<file path="src/rtl/rv_pkg.sv">
// Shared register-file constants and the buffered write-back entry format.
package rv_pkg;

    localparam int DATA_W = 32;
    localparam int ADDR_W = 5;
    localparam logic [ADDR_W-1:0] REG_ZERO = '0;

    typedef struct packed {
        logic              live;
        logic [ADDR_W-1:0] rd;
        logic [DATA_W-1:0] data;
    } wb_entry_t;

endpackage

</file>
<file path="src/rtl/wb_fifo.sv">
// Circular buffer of pending load results with kill-by-register and
// register-match lookups for hazard detection.
module wb_fifo
    import rv_pkg::*;
#(
    parameter int DEPTH = 4
) (
    input  logic                   clock,
    input  logic                   reset,
    input  logic                   push_en,
    input  logic [ADDR_W-1:0]      push_rd,
    input  logic [DATA_W-1:0]      push_data,
    input  logic                   pop_en,
    input  logic                   kill_en,
    input  logic [ADDR_W-1:0]      kill_rd,
    input  logic [ADDR_W-1:0]      q_rs1,
    input  logic [ADDR_W-1:0]      q_rs2,
    output wb_entry_t              head,
    output logic [$clog2(DEPTH):0] count,
    output logic                   match_rs1,
    output logic                   match_rs2
);

    localparam int PTR_W = $clog2(DEPTH);

    wb_entry_t              mem_q [DEPTH];
    logic [PTR_W-1:0]       rd_ptr_q;
    logic [PTR_W-1:0]       wr_ptr_q;
    logic [$clog2(DEPTH):0] count_q;

    // live is cleared on pop as well, so unoccupied slots never match a lookup
    always_ff @(posedge clock or posedge reset) begin
        if (reset) begin
            for (int i = 0; i < DEPTH; i++) begin
                mem_q[i] <= '0;
            end
            rd_ptr_q <= '0;
            wr_ptr_q <= '0;
            count_q  <= '0;
        end else begin
            for (int i = 0; i < DEPTH; i++) begin
                if (kill_en && mem_q[i].rd == kill_rd) begin
                    mem_q[i].live <= 1'b0;
                end
            end
            if (pop_en) begin
                mem_q[rd_ptr_q].live <= 1'b0;
                rd_ptr_q             <= rd_ptr_q + 1'b1;
            end
            if (push_en) begin
                mem_q[wr_ptr_q] <= '{live: 1'b1, rd: push_rd, data: push_data};
                wr_ptr_q        <= wr_ptr_q + 1'b1;
            end
            case ({push_en, pop_en})
                2'b10:   count_q <= count_q + 1'b1;
                2'b01:   count_q <= count_q - 1'b1;
                default: count_q <= count_q;
            endcase
        end
    end

    always_comb begin
        match_rs1 = 1'b0;
        match_rs2 = 1'b0;
        for (int i = 0; i < DEPTH; i++) begin
            if (mem_q[i].live && mem_q[i].rd == q_rs1) match_rs1 = 1'b1;
            if (mem_q[i].live && mem_q[i].rd == q_rs2) match_rs2 = 1'b1;
        end
    end

    assign head  = mem_q[rd_ptr_q];
    assign count = count_q;

endmodule

</file>
<file path="src/rtl/regfile_writeback.sv">
// Register-file write port driver: ALU results take priority over buffered
// load results, with write-after-write kill of stale loads.
module regfile_writeback
    import rv_pkg::*;
#(
    parameter int DEPTH = 4
) (
    input  logic                   clock,
    input  logic                   reset,
    input  logic                   alu_valid,
    input  logic [ADDR_W-1:0]      alu_rd,
    input  logic [DATA_W-1:0]      alu_data,
    input  logic                   mem_valid,
    output logic                   mem_ready,
    input  logic [ADDR_W-1:0]      mem_rd,
    input  logic [DATA_W-1:0]      mem_data,
    output logic                   alu_stall,
    input  logic [ADDR_W-1:0]      query_rs1,
    input  logic [ADDR_W-1:0]      query_rs2,
    output logic                   busy_rs1,
    output logic                   busy_rs2,
    output logic                   regwrite,
    output logic [ADDR_W-1:0]      write_reg,
    output logic [DATA_W-1:0]      write_data,
    output logic [$clog2(DEPTH):0] fifo_count
);

    localparam int CNT_W = $clog2(DEPTH) + 1;

    wb_entry_t         head;
    logic [CNT_W-1:0]  count;
    logic              match_rs1;
    logic              match_rs2;
    logic              alu_sel;
    logic              accept;
    logic              push_en;
    logic              pop_en;

    logic              regwrite_q,   regwrite_d;
    logic [ADDR_W-1:0] write_reg_q,  write_reg_d;
    logic [DATA_W-1:0] write_data_q, write_data_d;

    assign mem_ready = (count < CNT_W'(DEPTH));
    assign alu_stall = (count == CNT_W'(DEPTH));
    assign alu_sel   = alu_valid && (alu_rd != REG_ZERO);
    assign accept    = mem_valid && mem_ready;
    // A load accepted alongside a same-register ALU result is already stale
    assign push_en   = accept && (mem_rd != REG_ZERO) && !(alu_sel && mem_rd == alu_rd);
    assign pop_en    = !alu_sel && (count != '0);

    wb_fifo #(.DEPTH(DEPTH)) u_fifo (
        .clock     (clock),
        .reset     (reset),
        .push_en   (push_en),
        .push_rd   (mem_rd),
        .push_data (mem_data),
        .pop_en    (pop_en),
        .kill_en   (alu_sel),
        .kill_rd   (alu_rd),
        .q_rs1     (query_rs1),
        .q_rs2     (query_rs2),
        .head      (head),
        .count     (count),
        .match_rs1 (match_rs1),
        .match_rs2 (match_rs2)
    );

    always_comb begin
        regwrite_d   = 1'b0;
        write_reg_d  = write_reg_q;
        write_data_d = write_data_q;
        if (alu_sel) begin
            regwrite_d   = 1'b1;
            write_reg_d  = alu_rd;
            write_data_d = alu_data;
        end else if (pop_en && head.live) begin
            regwrite_d   = 1'b1;
            write_reg_d  = head.rd;
            write_data_d = head.data;
        end
    end

    always_ff @(posedge clock or posedge reset) begin
        if (reset) begin
            regwrite_q   <= 1'b0;
            write_reg_q  <= '0;
            write_data_q <= '0;
        end else begin
            regwrite_q   <= regwrite_d;
            write_reg_q  <= write_reg_d;
            write_data_q <= write_data_d;
        end
    end

    assign busy_rs1 = (query_rs1 != REG_ZERO) &&
                      (match_rs1 || (regwrite_q && write_reg_q == query_rs1));
    assign busy_rs2 = (query_rs2 != REG_ZERO) &&
                      (match_rs2 || (regwrite_q && write_reg_q == query_rs2));

    assign regwrite   = regwrite_q;
    assign write_reg  = write_reg_q;
    assign write_data = write_data_q;
    assign fifo_count = count;

endmodule

</file>
<file path="config.mk">
export PLATFORM = sky130hd
export DESIGN_NAME = regfile_writeback
export DESIGN_NICKNAME = d
export VERILOG_FILES = /design/src/rtl/rv_pkg.sv /design/src/rtl/wb_fifo.sv /design/src/rtl/regfile_writeback.sv
export SDC_FILE = /design/constraint.sdc
export NUM_CORES = 1
export LEC_CHECK = 0
export ABC_AREA = 0
export CAP_MARGIN = 5
export CORE_MARGIN = 2
export CORE_UTILIZATION = 60
export CTS_BUF_LIST = sky130_fd_sc_hd__clkbuf_16
export DETAILED_ROUTE_END_ITERATION = 10
export PLACE_DENSITY_LB_ADDON = 0.1
export SYNTH_ARGS = -nofsm -noshare
export SYNTH_HDL_FRONTEND = slang
export SYNTH_HIERARCHICAL = 1
export SYNTH_SLANG_ARGS = --single-unit
</file>
<file path="constraint.sdc">
create_clock -name clock -period 14.8 [get_ports clock]
set_input_delay 4.44 -clock clock [delete_from_list [all_inputs] [get_ports clock]]
set_output_delay 4.44 -clock clock [all_outputs]
set_load 0.03 [all_outputs]
</file>
==> results of run 1 <==
==> cell type report <==
cell class | count | area (um2) | share of cell area (%)
clock inverters | 14 | 139 | 1.15
flip-flops and latches | 197 | 4930 | 40.8
inverters | 12 | 50.0 | 0.414
multi-input cells | 427 | 4900 | 40.5
repair buffers | 138 | 1370 | 11.3
clock buffers | 17 | 425 | 3.52
well taps | 220 | 275 | 2.28
==> power groups by stage <==
stage | clock, uW | combinational [uW] | sequential, uW
finish | 442 | 1310 | 1050
global route | 475 | 1400 | 1070
CTS | 454 | 1320 | 1040
detailed placement | 0 | 1310 | 1050
global placement | 0 | 1270 | 1020
floorplan | 0 | 907 | 1070
==> cell usage in the layout, fill, tap and decap left out, types with 3 or more instances in the layout <==
cell	instances
dfrtp_1	195
mux2_2	136
clkdlybuf4s50_1	132
mux2_4	76
xor2_1	57
mux4_2	38
xnor2_1	21
clkbuf_16	17
nand2_1	16
nand3_1	14
nor4_1	12
inv_1	10
ha_1	9
a31oi_1	7
mux2i_1	6
buf_4	6
nor3_1	5
o21ai_1	5
nand2b_1	4
inv_6	4
inv_8	4
nand2_4	4
nor2_1	3
or4_1	3
clkinv_4	3
==> path summary, 6_finish.rpt <==
kind / slack, ns / to / depth (start not counted)
worst max-delay path: 3.39 / busy_rs2 / 10
worst min-delay path: 0.51 / u_fifo/mem_q[144] / 1
worst max register to register: 12.06 / write_data[9] / 4
worst min register to register: 0.51 / u_fifo/mem_q[144] / 1
max in group asynchronous: 8.62 / u_fifo/rd_ptr_q[1] / 3
min in group asynchronous: 4.50 / u_fifo/mem_q[44] / 2
==> cells by family (layout without fill, tap and decap cells) <==
logic type,after synthesis,in the layout,share of synthesized area [%]
muxes,256,256,35.3
DFF,197,197,48.5
xor gates and xnor gates,78,78,6.72
and+or+nand+nor,64,64,3.52
buffers and inverters,47,181,3.55
AOI/OAI and AO/OA,19,19,1.18
adders and majority gates,10,10,1.30
==> worst max-delay path, stage by stage <==
cell and delay (ns):
clkdlybuf4s50_1 0.57, xor2_1 0.22, nor4_1 0.26, and3_1 0.18, a31oi_1 0.05, nand3_1 0.14, nand2b_1 0.13, a21oi_1 0.06
nor3_1 0.19, clkdlybuf4s50_1 0.72
==> routing by layer <==
metal	share of wire, %	track usage, %
met1	42	37.1
met2	51	47.6
met3	5.2	5.18
met4	1.7	7.78
met5	0	0
==> synthesized netlist by cell type, types with 9 or more instances <==
cell	instances	share of area (%)
nor4_1	12	0.74
nand3_1	14	0.69
mux2_2	136	15
mux2_4	76	11
mux4_2	38	8.4
xor2_1	57	4.9
xnor2_1	21	1.8
ha_1	9	1.1
inv_1	11	0.41
nand2_1	16	0.59
dfrtp_1	197	48
buf_6	17	1.9
==> metrics by stage <==
stage | std cells | hold slack [ns] | instance area (um2)
finish | 1025 | 0.508 | 12100
global route | 1025 | 0.522 | 12100
CTS | 1025 | 0.510 | 12100
detailed placement | 994 | 0.490 | 11500
global placement | 994 | 0.481 | 11500
floorplan | 671 | 0.474 | 10200
==> metrics.txt, run 1 <==
Nets=891; starting density of the core=61.3%; post-synthesis cell area=just over 10,000 um2; ys async rst share=100%; Synth Flop Type=dfrtp_1; Num CTS Buffers=17; Reg power frac=between 30 and 40%; Unique masters post-synth=34; Die Width=134 um; post-CTS sizing=0; gr ovfl total=0; register area share after synthesis=roughly 48%; DP Worst Slack=roughly 3.4 ns; core area=approximately 17,000 um2; vias per cell=about 6; PnR worst setup slack=between 3 and 4 ns; first-pass iteration count of the detailed router=4; Pleak=between 0.005 and 0.006 uW; Clk pwr share=15.8%; TritonCTS clock tree=done; residual DRC count=0; DR iter-0 viols=between 400 and 500; setup TNS=0 ns; RR Startpoint=u_fifo/count[2]; sw power=1000 uW; combinational power share=46.8%; Die Area=between 15,000 and 20,000 um2; final setup vio count=0; Rel. slew slack=24.3%; I/O pins=around 130; WL per Instance=around 23 um; mean post-synth cell area=between 15 and 20 um2; Post-synth EDFFs=0; crit path kind=in -> out; internal power=~1800 uW; CP Capture Type=output pin; hold_sp=u_fifo/mem_q[144]; status=completed; Max clock buf depth=2; # H-tree levels=4; Hold Buf Count CTS=0; largest net degree at the start of global routing=between 90 and 100; Syn. warnings=6; antenna viol nets, final=0; Final Max Slew Viols=0; ratio of cells with drive above 1 in the final layout=between 30 and 40%; RSZ-0062 raised after global routing=false; Mapped Nets=between 700 and 800; f_max=approximately 90 MHz; fin crit share=between 70% and 80%; Max Fanout on Critical Path=6; Tmin final=~11 ns; peak supply drop=about 0.15 mV; Cells after Synth=671; Critical Path AT=between 6 and 7 ns; worst hold path type=reg -> reg; via count=a little over 6k; final hold vios=0; Total Routed Length=between 20,000 and 25,000 um; worst skew pair latency=0.43 ns; GPL Wtd Cong=about 0.89; number of global-route vias before repair=~7k; synthesized flop and latch total=about 200; clock slew at reported path FFs=about 0.070 ns; post-layout util=roughly 73%; WP data required=10.36 ns; root buffer cell=clkbuf_16; Power, Total=roughly 2800 uW; sw frac=35.8%; start point of the critical path=query_rs2[3]; max reg flops=approximately 150; Setup Buffers After CTS=0; HPWL Detailed=roughly 15,000 um; Critical Path Source Type=input pin; Worst Tran Pin Value=roughly 1.1 ns; FP Rows=47; antenna fix cells=0; total track usage=between 20% and 30%; maxcap violations=0; initial antenna violation count=0; Fill cells=approximately 1.1k; clk_skew=0.00823 ns; die height=134 um; # clock sinks=just under 200; port bufs=132; global-route wire length before repair=around 38,000 um; area grow syn2layout=18.8%; Cell Pwr Density=about 230 nW/um2
(Power assumes the default switching activity.)
==> run 2, diff against run 1 <==
--- a/config.mk
+++ b/config.mk
@@ -8,7 +8,7 @@
 export ABC_AREA = 0
 export CAP_MARGIN = 5
 export CORE_MARGIN = 2
-export CORE_UTILIZATION = 60
+export CORE_UTILIZATION = 56
 export CTS_BUF_LIST = sky130_fd_sc_hd__clkbuf_16
 export DETAILED_ROUTE_END_ITERATION = 10
 export PLACE_DENSITY_LB_ADDON = 0.1
==> constraint.sdc (replaced) <==
create_clock -name clock -period 11.2 [get_ports clock]
set_input_delay 3.36 -clock clock [delete_from_list [all_inputs] [get_ports clock]]
set_output_delay 3.36 -clock clock [all_outputs]
set_load 0.03 [all_outputs]
==> metrics.txt, run 2 (synthesis gave the netlist of run 1 again) <==
FP Rows=49 (+4.3%); Fill cells=1,271 (+16%); f_max=approximately 110 MHz; total track usage=25.7% (-2.2 points); Total Routed Length=23,400 um (-0.35%); global-route wire length before repair=38,500 um (+0.78%); Hold Buf Count CTS=0 (unchanged); vias per cell=5.81 (-1.8%); worst hold path type=reg -> reg; Metal-1 WL=9880 um (+1.0%); Num CTS Buffers=17 (unchanged); core area=17,900 um2 (+8.0%); worst skew pair latency=0.43 ns (about the same); Cell Pwr Density=306 nW/um2 (+32%); Max Fanout on Critical Path=6 (unchanged); Die Width=139 um (+3.4%); CP Depth=10 (unchanged); final setup vio count=0 (unchanged); DR top layer=met4; Nets=891 (unchanged); met3 wire len=1410 um (+16%); DR iter-0 viols=320 (-21%); via count=6,018 (-0.82%); Critical Path AT=6.00 ns (-0.97 ns); fin crit share=between 80% and 90%; RR Startpoint=u_fifo/count[2]; port bufs=132 (unchanged); start point of the critical path=query_rs1[1]; slowest cell on the critical path=clkdlybuf4s50_1; Tmin final=between 9 and 10 ns; RSZ-0062 raised after global routing=false; R2R depth=4 (unchanged); WL per Instance=22.6 um (-1.3%); starting density of the core=56.8% (-4.5 points); root buffer cell=clkbuf_16; Pleak=0.00542 uW (+0.33%); leading cell types in the layout, fill and taps excluded=195 x dfrtp_1, 136 x mux2_2, 132 x clkdlybuf4s50_1, 76 x mux2_4, 57 x xor2_1; clk_skew=0.0186 ns (+0.0103 ns); Die Area=19,300 um2 (+6.9%); peak supply drop=0.174 mV (+16%); antenna viol nets, final=0 (unchanged); critical path endpoint=busy_rs1; multi-input logic area=4900 um2 (unchanged); Largest stage delay, worst path=0.72 ns (about the same); routed wl met2=11,900 um (-1.6%); post-CTS sizing=0 (unchanged); CP cell instances=clkdlybuf4s50_1 > xor2_1 > nor4_1 > and3_1 > a31oi_1 > nand3_1 > nand2b_1 > a21oi_1 > nor3_1 > clkdlybuf4s50_1; first-pass iteration count of the detailed router=4 (unchanged); ratio of cells with drive above 1 in the final layout=37.1% (+0.12 points); number of global-route vias before repair=6,797 (-2.6%); setup TNS=0 ns (unchanged); Critical Path Source Type=input pin; TritonCTS clock tree=done; GPL Wtd Cong=0.899 (+1.5%); CP top delay family=buffers and inverters; worst hold path stage count=1 (unchanged); gr ovfl total=0 (unchanged); final hold vios=0 (unchanged); WP data required=7.84 ns (-2.52 ns); commonest non-fill, non-tap cell in the layout=dfrtp_1; # H-tree levels=4 (unchanged); max reg flops=152 (unchanged); CP Capture Type=output pin; Final Max Slew Viols=0 (unchanged); Worst Tran Pin Value=1.16 ns (+0.0210 ns); Hold WS=0.507 ns (-0.000588 ns); initial antenna violation count=1 (+1); residual DRC count=0 (unchanged); HPWL Detailed=15,200 um (-1.5%); status=completed; clock slew at reported path FFs=0.08 ns (about the same); I/O pins=133 (unchanged); die height=139 um (+3.4%); Reg2Reg Capture Point=write_data[9]; crit path kind=in -> out; # clock sinks=197 (unchanged); Max clock buf depth=2 (unchanged); buffers plus inverters on the worst setup path=2 (unchanged); largest net degree at the start of global routing=98 (+5.4%); Setup Buffers After CTS=0 (unchanged); area grow syn2layout=19.4%; register-to-register setup slack=8.44 ns (-3.62 ns); maxcap violations=0 (unchanged); Rel. slew slack=22.9% (-1.4 points); crit-path most repeated cell=clkdlybuf4s50_1; Register Area=4930 um2 (unchanged)
## run 2: cell count changes in the layout (fill, tap and decap cells not counted), sizes merged
cell	before	now
bufinv	0	2
clkinv	6	7
diode	0	1
inv	20	17
## run 2: through the flow
| stage | cell area [um2] | instances | total power [uW] | util (%) | worst slack (ns) |
|---|---|---|---|---|---|
| 2_1_floorplan | 10200 | 671 | 2610 | - | 2.85 |
| 3_3_place_gp | 11500 | 1003 | 3030 | 64.4 | 1.85 |
| 3_5_place_dp | 11500 | 1003 | 3110 | 64.4 | 1.80 |
| 4_1_cts | 12100 | 1034 | 3750 | 67.8 | 1.80 |
| 5_1_grt | 12100 | 1034 | 3940 | 67.8 | 1.68 |
| 6_report | 12100 | 1035 | 3720 | 67.9 | 1.84 |
## run 2: worst min path at each step
stage                                  from  slack, ns           endpoint
after global routing      u_fifo/mem_q[102]       0.52  u_fifo/mem_q[102]
after CTS                  u_fifo/mem_q[79]       0.51   u_fifo/mem_q[79]
after global placement     u_fifo/mem_q[28]       0.48   u_fifo/mem_q[28]
final                      u_fifo/mem_q[20]       0.51   u_fifo/mem_q[20]
after floorplan            u_fifo/mem_q[69]       0.47   u_fifo/mem_q[69]
after detailed placement   u_fifo/mem_q[92]       0.49   u_fifo/mem_q[92]
## run 2: routing by layer
metal  up-vias  track usage (%)
met4         0             6.17
met2       181             43.0
li1       2680                -
met1      3143             35.0
met5         -                0
met3        14             5.42
## run 2: power breakdown
| group | total [uW] | internal, uW | switching (uW) |
|---|---|---|---|
| combinational | 1710 | 1010 | 707 |
| clock | 629 | 340 | 289 |
| sequential | 1380 | 1070 | 306 |
| total | 3720 | 2420 | 1300 |
## run 2: worst register-to-register path: cells and delay by family, from the launching register on
kind,cells,cell delay [ns]
multiplexers,2,0.66
flip-flops,1,0.49
buffers and inverters,1,0.50
AO/OA/AOI/OAI,1,1.01
## run 2: final cells by class
class / instances / area share, %
Antenna cell: 1 / 0.0206
Clock buffer: 17 / 3.50
Clock inverter: 14 / 1.56
Inverter: 12 / 0.412
Multi-Input combinational cell: 427 / 40.3
Sequential cell: 197 / 40.6
Tap cell: 229 / 2.36
Timing Repair Buffer: 138 / 11.2
